==> src/rtl/conv_tile_scheduler_pkg.sv <==
// Shared types and default geometry for the conv tile scheduler.
// Tags carry tile origin coordinates through the array pipeline.
package conv_pkg;

  localparam int IMG_H    = 416;
  localparam int IMG_W    = 416;
  localparam int TILE     = 4;
  localparam int IN_CH    = 3;
  localparam int CONV_LAT = 2;
  localparam int COORD_W  = 9;

  typedef enum logic [1:0] {
    IDLE  = 2'd0,
    RUN   = 2'd1,
    DRAIN = 2'd2,
    DONE  = 2'd3
  } state_t;

  typedef struct packed {
    logic               valid;
    logic               last_ch;
    logic [COORD_W-1:0] row;
    logic [COORD_W-1:0] col;
  } tile_tag_t;

  // Counter width for n distinct values, never narrower than one bit.
  function automatic int cnt_w(input int n);
    return (n <= 2) ? 1 : $clog2(n);
  endfunction

endpackage

==> src/rtl/conv_tile_scheduler_if.sv <==
// Handshake and status bundle between the scheduler and its environment.
// master = scheduler side, slave = line buffer / writeback / control side.
interface conv_tile_scheduler_if #(
  parameter int COORD_W = conv_pkg::COORD_W
);

  logic               start_i;
  logic               busy_o;
  logic               done_o;
  logic               fetch_valid_o;
  logic               fetch_ready_i;
  logic [COORD_W-1:0] fetch_row_o;
  logic [COORD_W-1:0] fetch_col_o;
  logic [1:0]         fetch_ch_o;
  logic               arr_ce_o;
  logic               arr_launch_o;
  logic               arr_first_o;
  logic               wr_valid_o;
  logic               wr_ready_i;
  logic [COORD_W-1:0] wr_row_o;
  logic [COORD_W-1:0] wr_col_o;
  logic [31:0]        stall_cnt_o;

  modport master (
    input  start_i, fetch_ready_i, wr_ready_i,
    output busy_o, done_o, fetch_valid_o, fetch_row_o, fetch_col_o, fetch_ch_o,
           arr_ce_o, arr_launch_o, arr_first_o, wr_valid_o, wr_row_o, wr_col_o,
           stall_cnt_o
  );

  modport slave (
    output start_i, fetch_ready_i, wr_ready_i,
    input  busy_o, done_o, fetch_valid_o, fetch_row_o, fetch_col_o, fetch_ch_o,
           arr_ce_o, arr_launch_o, arr_first_o, wr_valid_o, wr_row_o, wr_col_o,
           stall_cnt_o
  );

endinterface

==> src/rtl/conv_tile_scheduler_tag_pipe.sv <==
// LAT-deep tag shift register mirroring the array pipeline; shifts only with ce.
// Latency LAT enabled cycles; frozen (no shift, no loss) while ce is low.
module conv_tag_pipe
  import conv_pkg::*;
#(
  parameter int LAT = conv_pkg::CONV_LAT
) (
  input  logic      clk_i,
  input  logic      rst_i,
  input  logic      ce,
  input  tile_tag_t load_tag,
  output tile_tag_t final_tag,
  output logic      upstream_vld
);

  tile_tag_t stage [LAT];

  always_ff @(posedge clk_i) begin
    if (rst_i) begin
      for (int i = 0; i < LAT; i++) stage[i] <= '0;
    end else if (ce) begin
      stage[0] <= load_tag;
      for (int i = 1; i < LAT; i++) stage[i] <= stage[i-1];
    end
  end

  // Anything still travelling behind the final stage keeps DRAIN alive.
  always_comb begin
    upstream_vld = 1'b0;
    for (int i = 0; i < LAT - 1; i++) upstream_vld = upstream_vld | stage[i].valid;
  end

  assign final_tag = stage[LAT-1];

endmodule

==> src/rtl/conv_tile_scheduler.sv <==
// Walks channels, tile columns, tile rows; one array launch per (tile, channel).
// Results emerge CONV_LAT enabled cycles after the last-channel launch; a refused writeback freezes everything.
module conv_tile_scheduler
  import conv_pkg::*;
#(
  parameter int IMG_H    = conv_pkg::IMG_H,
  parameter int IMG_W    = conv_pkg::IMG_W,
  parameter int TILE     = conv_pkg::TILE,
  parameter int IN_CH    = conv_pkg::IN_CH,
  parameter int CONV_LAT = conv_pkg::CONV_LAT,
  parameter int COORD_W  = conv_pkg::COORD_W
) (
  input  logic                   clk_i,
  input  logic                   rst_i,
  conv_tile_scheduler_if.master  bus
);

  localparam int TILES_X = IMG_W / TILE;
  localparam int TILES_Y = IMG_H / TILE;
  localparam int TX_W    = cnt_w(TILES_X);
  localparam int TY_W    = cnt_w(TILES_Y);
  localparam int TAG_CW  = conv_pkg::COORD_W;

  localparam logic [TX_W-1:0] TX_MAX = TX_W'(TILES_X - 1);
  localparam logic [TY_W-1:0] TY_MAX = TY_W'(TILES_Y - 1);
  localparam logic [1:0]      CH_MAX = 2'(IN_CH - 1);

  state_t            state, state_nxt;
  logic [TX_W-1:0]   tx;
  logic [TY_W-1:0]   ty;
  logic [1:0]        ch;
  logic [31:0]       stall_cnt;

  logic              busy, done, fetch_vld;
  logic              ce, wr_vld, launch, last_launch, start_acc, drain_done;
  logic              upstream_vld;
  logic [COORD_W-1:0] fetch_row, fetch_col;
  tile_tag_t         launch_tag, final_tag;

  // Only a tile that is presented but refused holds the array.
  assign wr_vld      = final_tag.valid && final_tag.last_ch;
  assign ce          = !(wr_vld && !bus.wr_ready_i);
  assign launch      = fetch_vld && bus.fetch_ready_i;
  assign last_launch = launch && (ch == CH_MAX) && (tx == TX_MAX) && (ty == TY_MAX);
  assign start_acc   = (state == IDLE) && bus.start_i;
  assign drain_done  = !upstream_vld && (!wr_vld || bus.wr_ready_i);

  assign fetch_row = COORD_W'(ty) * COORD_W'(TILE);
  assign fetch_col = COORD_W'(tx) * COORD_W'(TILE);

  always_ff @(posedge clk_i) begin
    if (rst_i) state <= IDLE;
    else       state <= state_nxt;
  end

  always_comb begin
    state_nxt = state;
    case (state)
      IDLE:    if (bus.start_i) state_nxt = RUN;
      RUN:     if (last_launch) state_nxt = DRAIN;
      DRAIN:   if (drain_done)  state_nxt = DONE;
      DONE:    state_nxt = IDLE;
      default: state_nxt = IDLE;
    endcase
  end

  always_comb begin
    busy      = (state == RUN) || (state == DRAIN);
    done      = (state == DONE);
    fetch_vld = (state == RUN) && ce;
  end

  // Channel is the innermost loop, then tile column, then tile row.
  always_ff @(posedge clk_i) begin
    if (rst_i || start_acc) begin
      ch <= '0;
      tx <= '0;
      ty <= '0;
    end else if (launch) begin
      if (ch == CH_MAX) begin
        ch <= '0;
        if (tx == TX_MAX) begin
          tx <= '0;
          ty <= (ty == TY_MAX) ? '0 : ty + TY_W'(1);
        end else begin
          tx <= tx + TX_W'(1);
        end
      end else begin
        ch <= ch + 2'd1;
      end
    end
  end

  always_ff @(posedge clk_i) begin
    if (rst_i || start_acc)                  stall_cnt <= '0;
    else if (busy && !ce && stall_cnt != '1) stall_cnt <= stall_cnt + 32'd1;
  end

  always_comb begin
    launch_tag = '0;
    if (launch) begin
      launch_tag.valid   = 1'b1;
      launch_tag.last_ch = (ch == CH_MAX);
      launch_tag.row     = TAG_CW'(fetch_row);
      launch_tag.col     = TAG_CW'(fetch_col);
    end
  end

  conv_tag_pipe #(
    .LAT (CONV_LAT)
  ) u_tag_pipe (
    .clk_i        (clk_i),
    .rst_i        (rst_i),
    .ce           (ce),
    .load_tag     (launch_tag),
    .final_tag    (final_tag),
    .upstream_vld (upstream_vld)
  );

  assign bus.busy_o        = busy;
  assign bus.done_o        = done;
  assign bus.fetch_valid_o = fetch_vld;
  assign bus.fetch_row_o   = fetch_row;
  assign bus.fetch_col_o   = fetch_col;
  assign bus.fetch_ch_o    = ch;
  assign bus.arr_ce_o      = ce;
  assign bus.arr_launch_o  = launch;
  assign bus.arr_first_o   = launch && (ch == 2'd0);
  assign bus.wr_valid_o    = wr_vld;
  assign bus.wr_row_o      = COORD_W'(final_tag.row);
  assign bus.wr_col_o      = COORD_W'(final_tag.col);
  assign bus.stall_cnt_o   = stall_cnt;

endmodule

==> src/flat_wrapper.sv <==
// flat-port wrapper written by rule: the top's interface ports become plain ports
module conv_tile_scheduler_flat import conv_pkg::*;
#(
  parameter int IMG_H    = conv_pkg::IMG_H,
  parameter int IMG_W    = conv_pkg::IMG_W,
  parameter int TILE     = conv_pkg::TILE,
  parameter int IN_CH    = conv_pkg::IN_CH,
  parameter int CONV_LAT = conv_pkg::CONV_LAT,
  parameter int COORD_W  = conv_pkg::COORD_W
)
  (clk_i, rst_i, bus_start_i, bus_fetch_ready_i, bus_wr_ready_i, bus_busy_o, bus_done_o, bus_fetch_valid_o, bus_fetch_row_o, bus_fetch_col_o, bus_fetch_ch_o, bus_arr_ce_o, bus_arr_launch_o, bus_arr_first_o, bus_wr_valid_o, bus_wr_row_o, bus_wr_col_o, bus_stall_cnt_o);
  conv_tile_scheduler_if #(.COORD_W(COORD_W)) bus_i ();
  input  logic clk_i;
  input  logic rst_i;
  input wire logic [$bits(bus_i.start_i)-1:0] bus_start_i;
  input wire logic [$bits(bus_i.fetch_ready_i)-1:0] bus_fetch_ready_i;
  input wire logic [$bits(bus_i.wr_ready_i)-1:0] bus_wr_ready_i;
  output wire logic [$bits(bus_i.busy_o)-1:0] bus_busy_o;
  output wire logic [$bits(bus_i.done_o)-1:0] bus_done_o;
  output wire logic [$bits(bus_i.fetch_valid_o)-1:0] bus_fetch_valid_o;
  output wire logic [$bits(bus_i.fetch_row_o)-1:0] bus_fetch_row_o;
  output wire logic [$bits(bus_i.fetch_col_o)-1:0] bus_fetch_col_o;
  output wire logic [$bits(bus_i.fetch_ch_o)-1:0] bus_fetch_ch_o;
  output wire logic [$bits(bus_i.arr_ce_o)-1:0] bus_arr_ce_o;
  output wire logic [$bits(bus_i.arr_launch_o)-1:0] bus_arr_launch_o;
  output wire logic [$bits(bus_i.arr_first_o)-1:0] bus_arr_first_o;
  output wire logic [$bits(bus_i.wr_valid_o)-1:0] bus_wr_valid_o;
  output wire logic [$bits(bus_i.wr_row_o)-1:0] bus_wr_row_o;
  output wire logic [$bits(bus_i.wr_col_o)-1:0] bus_wr_col_o;
  output wire logic [$bits(bus_i.stall_cnt_o)-1:0] bus_stall_cnt_o;
  assign bus_i.start_i = bus_start_i;
  assign bus_i.fetch_ready_i = bus_fetch_ready_i;
  assign bus_i.wr_ready_i = bus_wr_ready_i;
  assign bus_busy_o = bus_i.busy_o;
  assign bus_done_o = bus_i.done_o;
  assign bus_fetch_valid_o = bus_i.fetch_valid_o;
  assign bus_fetch_row_o = bus_i.fetch_row_o;
  assign bus_fetch_col_o = bus_i.fetch_col_o;
  assign bus_fetch_ch_o = bus_i.fetch_ch_o;
  assign bus_arr_ce_o = bus_i.arr_ce_o;
  assign bus_arr_launch_o = bus_i.arr_launch_o;
  assign bus_arr_first_o = bus_i.arr_first_o;
  assign bus_wr_valid_o = bus_i.wr_valid_o;
  assign bus_wr_row_o = bus_i.wr_row_o;
  assign bus_wr_col_o = bus_i.wr_col_o;
  assign bus_stall_cnt_o = bus_i.stall_cnt_o;
  conv_tile_scheduler #(.IMG_H(IMG_H), .IMG_W(IMG_W), .TILE(TILE), .IN_CH(IN_CH), .CONV_LAT(CONV_LAT), .COORD_W(COORD_W)) u_core (.clk_i(clk_i), .rst_i(rst_i), .bus(bus_i));
endmodule
==> config.mk <==
export PLATFORM = sky130hd
export DESIGN_NAME = conv_tile_scheduler_flat
export DESIGN_NICKNAME = d
export VERILOG_FILES = /design/src/rtl/conv_tile_scheduler_pkg.sv /design/src/rtl/conv_tile_scheduler_if.sv /design/src/rtl/conv_tile_scheduler_tag_pipe.sv /design/src/rtl/conv_tile_scheduler.sv /design/src/flat_wrapper.sv
export SDC_FILE = /design/constraint.sdc
export NUM_CORES = 1
export LEC_CHECK = 0
export ABC_AREA = 0
export ABC_CLOCK_PERIOD_IN_PS = 3400
export BUFFER_PORTS_ARGS = -buffer_cell sky130_fd_sc_hd__buf_2
export CORE_MARGIN = 2
export CORE_UTILIZATION = 55
export CTS_BUF_LIST = sky130_fd_sc_hd__clkbuf_2 sky130_fd_sc_hd__clkbuf_4 sky130_fd_sc_hd__clkbuf_8
export DETAILED_ROUTE_END_ITERATION = 7
export PLACE_DENSITY_LB_ADDON = 0.25
export SETUP_SLACK_MARGIN = 0.5
export SLEW_MARGIN = 20
export SYNTH_ARGS = -nofsm -noshare
export SYNTH_HDL_FRONTEND = slang
export SYNTH_SLANG_ARGS = --single-unit
==> constraint.sdc <==
create_clock -name clk_i -period 3.4 [get_ports clk_i]
set_input_delay 0.34 -clock clk_i [delete_from_list [all_inputs] [get_ports clk_i]]
set_output_delay 0.34 -clock clk_i [all_outputs]
set_load 0.05 [all_outputs]
==> results of run 1 <==
-- metal layers --
metal	vias to the layer above	part of all wire, %	global-route usage, %	wire length (um)
met1	1311	42	21.83	2973
met2	62	51	34.16	3559
li1	1403	-	-	-
met5	-	0	0	0
met3	15	4.9	5.278	341
met4	0	2.1	7.692	144
-- synth_stat cells (all sizes together) (6+ instances only) --
cell type / number / area share, %
dfxtp: 50 / 26
nand4: 26 / 4.6
buf: 24 / 4.6
xor2: 29 / 6.6
edfxtp: 32 / 25
xnor2: 9 / 2.1
ha: 8 / 2.6
and3: 13 / 2.4
nand2: 17 / 1.9
clkbuf: 7 / 0.68
o21ai: 6 / 0.78
nand3: 13 / 1.7
nor2: 50 / 5.1
a21oi: 9 / 1.3
and2: 36 / 5.9
nor3: 7 / 1.0
-- path summary, 6_finish.rpt --
kind | start | endpoint | slack (ns) | depth (start not counted)
setup / recovery | u_core.u_tag_pipe.stage[0][38]$_SDFFCE_PN0P_ | bus_arr_first_o | 1.10 | 5
setup reg to reg | u_core.state[1]$_SDFFE_PP0P_ | u_core.ty[5]$_SDFFE_PP0P_ | 1.13 | 8
hold / removal | rst_i | u_core.state[1]$_SDFFE_PP0P_ | 0.26 | 2
hold reg to reg | u_core.u_tag_pipe.stage[0][15]$_SDFFCE_PN0P_ | u_core.u_tag_pipe.stage[0][35]$_SDFFCE_PN0P_ | 0.52 | 1
-- placed cells by master, fill, tap and decap left out, drive strengths merged, types with 13 or more instances in the layout --
| master | Yosys | final |
|---|---|---|
| buf | 24 | 74 |
| dfxtp | 50 | 50 |
| nor2 | 50 | 50 |
| and2 | 36 | 36 |
| edfxtp | 32 | 32 |
| xor2 | 29 | 29 |
| nand4 | 26 | 26 |
| nand2 | 17 | 17 |
| nand3 | 13 | 13 |
| and3 | 13 | 13 |
-- report_power, final --
| part | leakage, uW | internal, uW | switching [uW] | total, uW |
|---|---|---|---|---|
| clock | 0.000121 | 495 | 369 | 864 |
| sequential | 0.000798 | 1030 | 11.7 | 1040 |
| combinational | 0.00105 | 58.6 | 200 | 259 |
-- cell type report --
| type | count | area (um^2) | share of cell area, % |
|---|---|---|---|
| Timing Repair Buffer | 74 | 372.9 | 8.464 |
| Sequential cell | 82 | 1962 | 44.53 |
| Inverter | 5 | 18.77 | 0.4260 |
| Multi-Input combinational cell | 265 | 1684 | 38.23 |
| Clock buffer | 9 | 123.9 | 2.812 |
| Clock inverter | 7 | 123.9 | 2.812 |
| Tap cell | 96 | 120.1 | 2.726 |
-- cell families after synthesis --
family | count (synthesis) | synth area share [%]
AND/OR/NAND/NOR | 187 | 27.75
flip-flops | 82 | 51.07
XOR/XNOR | 38 | 8.665
buffers and inverters | 36 | 5.798
AO/OA/AOI/OAI | 20 | 2.964
adder cells (fa/ha/maj) | 8 | 2.606
multiplexers | 4 | 1.042
other | 1 | 0.09763
-- flip-flops by register name (all words and copies together) (netlist names) --
signal and cells:
u_core.tx 7, u_core.u_tag_pipe.stage 32, u_core.state 2, u_core.ty 7
u_core.bus.stall_cnt_o 32, u_core.bus.fetch_ch_o 2
-- stage by stage --
stage / hold slack, ns / area, um^2 / power, uW
after floorplan: 0.4967 / 3867 / 1273
after global placement: 0.5006 / 4156 / 1311
after global routing: 0.2805 / 4405 / 2238
after detailed placement: 0.5014 / 4156 / 1318
final: 0.2619 / 4405 / 2160
after CTS: 0.2542 / 4404 / 2175
==> impl_table.tex, run 1 <==
\begin{tabular}{lr}
\hline
Metric & Value \\
\hline
\multicolumn{2}{l}{\textbf{STA}} \\
\quad Setup Skew & 0.01075 ns \\
\quad Final-report setup violation count & 0 \\
\quad Worst Max-Slew Pin Slew & 0.6826 ns \\
\quad Fin worst setup slack & 1.098 ns \\
\quad Time the worst path needs with I/O delays and setup & 2.302 ns \\
\quad Setup TNS & 0 ns \\
\quad Hold Violations, Final & 0 \\
\quad Maximum operating frequency & 434.4 MHz \\
\quad Worst max-slew margin expressed relative to the limit & 54.50\% \\
\quad Number of pins with negative max-slew slack in the final report & 0 \\
\quad Share of the cycle needed by the critical path after routing & 67.70\% \\
\quad RSZ-0062 raised after global routing & false \\
\multicolumn{2}{l}{\textbf{Critical path}} \\
\quad Worst-path cell chain & and3b\_1 -> inv\_1 -> nand3\_1 -> nor3\_1 -> buf\_2 \\
\quad CP max stage cell & sky130\_fd\_sc\_hd\_\_edfxtp\_1 \\
\quad Required @ worst endpoint & 3.06 ns \\
\quad Delay of the slowest cell on the worst path & 0.37 ns \\
\quad Family with the most delay on the worst path & simple AND/OR/NAND/NOR gates \\
\quad Critical path fanouts, max & 10 \\
\quad Count of buffer and inverter cells on the critical path & 2 \\
\quad Startpoint kind of the worst setup timing path & flip-flop \\
\quad Kind of critical path & reg2out \\
\quad Arrival time at the worst endpoint & 1.96 ns \\
\quad Worst Setup End Kind & output port \\
\multicolumn{2}{l}{\textbf{Global routing}} \\
\quad Number of global-route vias before repair & 2578 \\
\quad Total routing resource utilization after global routing & 19.22\% \\
\quad Wire length of the first global-routing pass & 11470 um \\
\quad Antenna violations before repair & 0 \\
\quad Pin count of the biggest net entering global routing & 36 \\
\quad Total congestion overflow after global routing & 0 \\
\multicolumn{2}{l}{\textbf{Die}} \\
\quad Area enclosed by the die boundary & 7669 um\^{}2 \\
\quad Top-level port count & 82 \\
\quad Core area & 6794 um\^{}2 \\
\quad Number of rows created at floorplan & 30 \\
\quad Initial standard-cell utilization of the core & 56.54\% \\
\quad Die width & 87.57 um \\
\quad Die Ht & 87.57 um \\
\multicolumn{2}{l}{\textbf{Clock network}} \\
\quad Setup fix buffers added after clock tree synthesis & 0 \\
\quad Clk slew on worst S/H paths & 0.08 ns \\
\quad Sink count of the clock tree & 82 \\
\quad H-tree depth & 3 \\
\quad Post-CTS Hold Fix Bufs & 0 \\
\quad TritonCTS buffer count & 9 \\
\quad Clock tree from TritonCTS & built \\
\quad Number of gates given a new drive strength after cts & 0 \\
\quad CTS Root Cell & sky130\_fd\_sc\_hd\_\_clkbuf\_8 \\
\quad Buffer levels on the longest clock path & 2 \\
\quad Later-pin clock latency in the skew report & 0.36 ns \\
\multicolumn{2}{l}{\textbf{Pwr}} \\
\quad Pleak & 0.001966 uW \\
\quad IR drop worst, VDD & 0.2195 mV \\
\quad Ratio of total power to cell area & 490.3 nW/um\^{}2 \\
\multicolumn{2}{l}{\textbf{Yosys}} \\
\quad Async set or reset register ratio after synthesis & 0\% \\
\quad Cell count after synthesis & 376 \\
\quad Number of warnings reported in the yosys synthesis log & 0 \\
\quad Mean cell area of the mapped netlist & 10.22 um\^{}2 \\
\quad Sequential fraction of the synthesis area & 51.07\% \\
\quad Number of enable flip-flop cells after synthesis & 32 \\
\quad Register bit count reported by yosys & 82 \\
\quad Post-synthesis instance area & 3841 um\^{}2 \\
\quad Distinct cell type count of the synthesized netlist & 43 \\
\quad Flip-flop cell with the highest count after synthesis & sky130\_fd\_sc\_hd\_\_dfxtp\_1 \\
\multicolumn{2}{l}{\textbf{Layout}} \\
\quad Number of antenna repair diodes & 0 \\
\quad Core Util, Final & 64.84\% \\
\quad Area growth from synthesis to final layout & 14.69\% \\
\quad Non-Filler Instances & 538 \\
\quad Fraction of layout instances using a drive strength above 1 & 23.30\% \\
\quad Total number of nets in the final design & 450 \\
\quad Filler cell count in the final layout & 562 \\
\multicolumn{2}{l}{\textbf{Drt}} \\
\quad Detailed Route Iter0 Violations & 98 \\
\quad Wire per inst & 13.04 um \\
\quad Count of vias placed by the detailed router & 2791 \\
\quad Total routed wirelength & 7018 um \\
\quad Number of remaining DRC errors & 0 \\
\quad Via density per instance & 5.188 \\
\quad Antenna violation net count after detailed routing & 0 \\
\quad Number of iterations in the first detailed-routing pass & 4 \\
\multicolumn{2}{l}{\textbf{Placed design}} \\
\quad Post-Place Worst Slack & 1.073 ns \\
\quad Total of buffers placed on input and output ports & 73 \\
\quad Total half-perimeter wirelength after legalization and detailed placement & 5026 um \\
\quad Routability-driven placement congestion ratio & 0.8030 \\
\quad Number of placed cells counting well taps & 522 \\
\multicolumn{2}{l}{\textbf{Status}} \\
\quad Run status & finished, final reports clean \\
\multicolumn{2}{l}{\textbf{Run}} \\
\quad Number of max-cap violations & 0 \\
\multicolumn{2}{l}{\textbf{Worst hold path}} \\
\quad Class of the tightest hold or removal check & in2reg \\
\hline
\end{tabular}
Power figures use the tool's default switching activity.
==> run 2, diff against run 1 <==
ABC_CLOCK_PERIOD_IN_PS = 2350   (was 3400)
clock period = 2.35 ns   (was 3.4 ns; I/O delays follow)
==> run 2 against run 1 <==
Against the previous run: critical path depth rose by 1; sequential cell count did not move; via count rose by 8.3%; core utilization rose by 7.6 points; power rose by 39%; clock skew fell by 0.0035 ns; worst setup slack got worse by 0.65 ns; count of clock-buffer cells in the layout rose by 1; first-iteration DRC count rose by 76%; critical path type unchanged; largest cell class unchanged.
==> impl_table.tex, run 2 (same netlist as run 1, synthesis figures left out) <==
\begin{tabular}{lr}
\hline
Metric & Value \\
\hline
\multicolumn{2}{l}{\textbf{Clock network}} \\
\quad Clk slew on worst S/H paths & 0.08 ns (about the same) \\
\quad CTS Root Cell & sky130\_fd\_sc\_hd\_\_clkbuf\_8 \\
\quad H-tree depth & 3 (unchanged) \\
\quad TritonCTS buffer count & 9 (unchanged) \\
\quad Sink count of the clock tree & 82 (unchanged) \\
\quad Later-pin clock latency in the skew report & 0.36 ns (about the same) \\
\quad Clock tree from TritonCTS & built \\
\quad Post-CTS Hold Fix Bufs & 0 (unchanged) \\
\quad Buffer levels on the longest clock path & 2 (unchanged) \\
\multicolumn{2}{l}{\textbf{Critical path}} \\
\quad Number of cells traversed by the worst register-to-register path & 9 (+1) \\
\quad Kind of critical path & reg2out \\
\quad Required @ worst endpoint & 2.12 ns (-0.94 ns) \\
\quad Critical R2R Launch & u\_core.state[1]\$\_SDFFE\_PP0P\_ \\
\quad Worst-path cell chain & and3b\_2 -> buf\_6 -> clkinvlp\_4 -> nand3\_4 -> nor3\_4 -> buf\_6 \\
\quad Register-to-register setup slack & 0.47 ns (-0.66 ns) \\
\quad Cell seen most often among critical-path stages & sky130\_fd\_sc\_hd\_\_buf\_6 \\
\quad Family with the most delay on the worst path & simple AND/OR/NAND/NOR gates \\
\quad Arrival time at the worst endpoint & 1.67 ns (-0.29 ns) \\
\quad Worst Setup End Kind & output port \\
\quad Critical path fanouts, max & 5 (-5) \\
\quad Count of buffer and inverter cells on the critical path & 3 (+1) \\
\quad CP max stage cell & sky130\_fd\_sc\_hd\_\_edfxtp\_1 \\
\quad RR Endpoint & u\_core.bus.stall\_cnt\_o[19]\$\_SDFFE\_PP0P\_ \\
\quad Startpoint kind of the worst setup timing path & flip-flop \\
\quad Delay of the slowest cell on the worst path & 0.37 ns (about the same) \\
\multicolumn{2}{l}{\textbf{Global routing}} \\
\quad Pin count of the biggest net entering global routing & 33 (-8.3\%) \\
\quad Number of global-route vias before repair & 2658 (+3.1\%) \\
\quad Wire length of the first global-routing pass & 12270 um (+6.9\%) \\
\quad Total congestion overflow after global routing & 0 (unchanged) \\
\quad Antenna violations before repair & 1 (+1) \\
\quad Total routing resource utilization after global routing & 20.59\% (+1.4 points) \\
\multicolumn{2}{l}{\textbf{STA}} \\
\quad Tightest hold margin & 0.1505 ns (-0.1115 ns) \\
\quad Share of the cycle needed by the critical path after routing & 81.00\% \\
\quad Final-report setup violation count & 0 (unchanged) \\
\quad Fin worst setup slack & 0.4465 ns (-0.6517 ns) \\
\quad Setup TNS & 0 ns (unchanged) \\
\quad Time the worst path needs with I/O delays and setup & 1.903 ns \\
\quad Maximum operating frequency & 525.4 MHz \\
\quad RSZ-0062 raised after global routing & true \\
\quad Setup Skew & 0.007259 ns (-0.003487 ns) \\
\quad Number of pins with negative max-slew slack in the final report & 0 (unchanged) \\
\quad Hold Violations, Final & 0 (unchanged) \\
\multicolumn{2}{l}{\textbf{Worst hold path}} \\
\quad Class of the tightest hold or removal check & in2reg \\
\quad Number of cells on the worst hold path & 2 (unchanged) \\
\quad Beginning of the worst hold path & rst\_i \\
\quad Sink of the worst hold path & u\_core.state[1]\$\_SDFFE\_PP0P\_ \\
\multicolumn{2}{l}{\textbf{Pwr}} \\
\quad Ratio of total power to cell area & 612.1 nW/um\^{}2 (+25\%) \\
\quad Fraction of power consumed by sequential logic & 50.2\% (+2.2 points) \\
\quad Clock Power Share & 31.9\% (-8.1 points) \\
\quad Switching portion of total power & 30.19\% (+3.3 points) \\
\quad IR drop worst, VDD & 0.3047 mV (+39\%) \\
\quad Internal power summed over all cells & 2102 uW (+33\%) \\
\quad Pleak & 0.002188 uW (+11\%) \\
\quad Switching power total & 909.1 uW (+57\%) \\
\quad Gate power share & 17.9\% (+5.9 points) \\
\multicolumn{2}{l}{\textbf{Placed design}} \\
\quad Post-Place Worst Slack & 0.3085 ns (-0.7644 ns) \\
\quad Routability-driven placement congestion ratio & 0.8232 (+2.5\%) \\
\quad Total half-perimeter wirelength after legalization and detailed placement & 5349 um (+6.4\%) \\
\quad Instance area after placement & 4327 um\^{}2 (+4.1\%) \\
\quad Total of buffers placed on input and output ports & 73 (unchanged) \\
\multicolumn{2}{l}{\textbf{Status}} \\
\quad Run status & finished, final reports clean \\
\multicolumn{2}{l}{\textbf{Die}} \\
\quad Initial standard-cell utilization of the core & 56.54\% (unchanged) \\
\quad Number of rows created at floorplan & 30 (unchanged) \\
\quad Area enclosed by the die boundary & 7669 um\^{}2 (unchanged) \\
\quad Die Ht & 87.57 um (unchanged) \\
\quad Die width & 87.57 um (unchanged) \\
\quad Top-level port count & 82 (unchanged) \\
\quad Core area & 6794 um\^{}2 (unchanged) \\
\multicolumn{2}{l}{\textbf{Drt}} \\
\quad Number of remaining DRC errors & 0 (unchanged) \\
\quad Wire per inst & 14.32 um (+9.8\%) \\
\quad Via density per instance & 5.265 (+1.5\%) \\
\quad Detailed Route Iter0 Violations & 172 (+76\%) \\
\quad Number of iterations in the first detailed-routing pass & 4 (unchanged) \\
\quad Total routed wirelength & 8220 um (+17\%) \\
\quad Count of vias placed by the detailed router & 3022 (+8.3\%) \\
\quad Antenna violation net count after detailed routing & 0 (unchanged) \\
\multicolumn{2}{l}{\textbf{Layout}} \\
\quad Filler cell count in the final layout & 475 (-15\%) \\
\quad Most frequent cells in the layout & 70 x sky130\_fd\_sc\_hd\_\_buf\_2, 49 x sky130\_fd\_sc\_hd\_\_nor2\_1, 36 x sky130\_fd\_sc\_hd\_\_and2\_1, 32 x sky130\_fd\_sc\_hd\_\_edfxtp\_1, 31 x sky130\_fd\_sc\_hd\_\_dfxtp\_2 \\
\quad Final non-filler cell area & 4920 um\^{}2 (+12\%) \\
\quad Core Util, Final & 72.41\% (+7.6 points) \\
\quad Most common library cell in the layout ignoring fill and taps & sky130\_fd\_sc\_hd\_\_buf\_2 \\
\quad Fraction of layout instances using a drive strength above 1 & 41.63\% (+18 points) \\
\quad Number of antenna repair diodes & 0 (unchanged) \\
\quad Total number of nets in the final design & 486 (+8.0\%) \\
\quad Area growth from synthesis to final layout & 28.08\% \\
\multicolumn{2}{l}{\textbf{Run}} \\
\quad Number of max-cap violations & 0 (unchanged) \\
\hline
\end{tabular}
run 2: worst max-delay path by stage:
stage / startpoint / to / slack (ns) / depth (start not counted)
finish: u_core.u_tag_pipe.stage[0][38]$_SDFFCE_PN0P_ / bus_arr_first_o / 0.45 / 6
detailed placement: u_core.state[1]$_SDFFE_PP0P_ / u_core.ty[5]$_SDFFE_PP0P_ / 0.31 / 8
CTS: u_core.u_tag_pipe.stage[0][39]$_SDFFCE_PN0P_ / bus_arr_first_o / 0.40 / 6
global route: u_core.state[0]$_SDFFE_PP0P_ / u_core.ty[6]$_SDFFE_PP0P_ / 0.35 / 9
global placement: u_core.u_tag_pipe.stage[0][38]$_SDFFCE_PN0P_ / u_core.ty[5]$_SDFFE_PP0P_ / 0.42 / 7
floorplan: u_core.state[1]$_SDFFE_PP0P_ / u_core.bus.stall_cnt_o[25]$_SDFFE_PP0P_ / 0.38 / 7
run 2: per-stage QoR:
stage / power (uW) / instances
final: 3011 / 574
after global routing: 3130 / 574
after detailed placement: 1961 / 531
after CTS: 2962 / 559
after floorplan: 1883 / 383
after global placement: 1948 / 531
run 2: area by class of cell:
cell class	count	area (um^2)	area share, %
clock buffers	10	137.6	2.798
clock inverters	6	50.05	1.017
flip-flops and latches	82	2019	41.05
inverters	5	27.53	0.5595
well taps	96	120.1	2.442
repair buffers	109	689.4	14.01
multi-input cells	266	1876	38.12
run 2: what timing repair did:
item | in CTS | in global routing
setup buffers | 12 | 14
setup endpoints to repair | 38 | 70
cloned | 0 | 1
gates resized for setup | 20 | 23
pin swaps | 11 | 23
run 2: power by group through the flow:
stage / clock, uW / combinational [uW] / sequential (uW)
floorplan: 0 / 338 / 1540
global placement: 0 / 414 / 1530
detailed placement: 0 / 425 / 1540
CTS: 982 / 473 / 1510
global route: 1030 / 584 / 1510
finish: 961 / 540 / 1510
run 2: layer usage:
metal  global-route usage, %  part of all wire [%]  up-vias
met5                       0                     0        -
met3                   6.880                   6.6       21
li1                        -                     -     1474
met2                   35.88                    51      109
met1                   23.95                    40     1418
met4                   6.573                   2.4        0
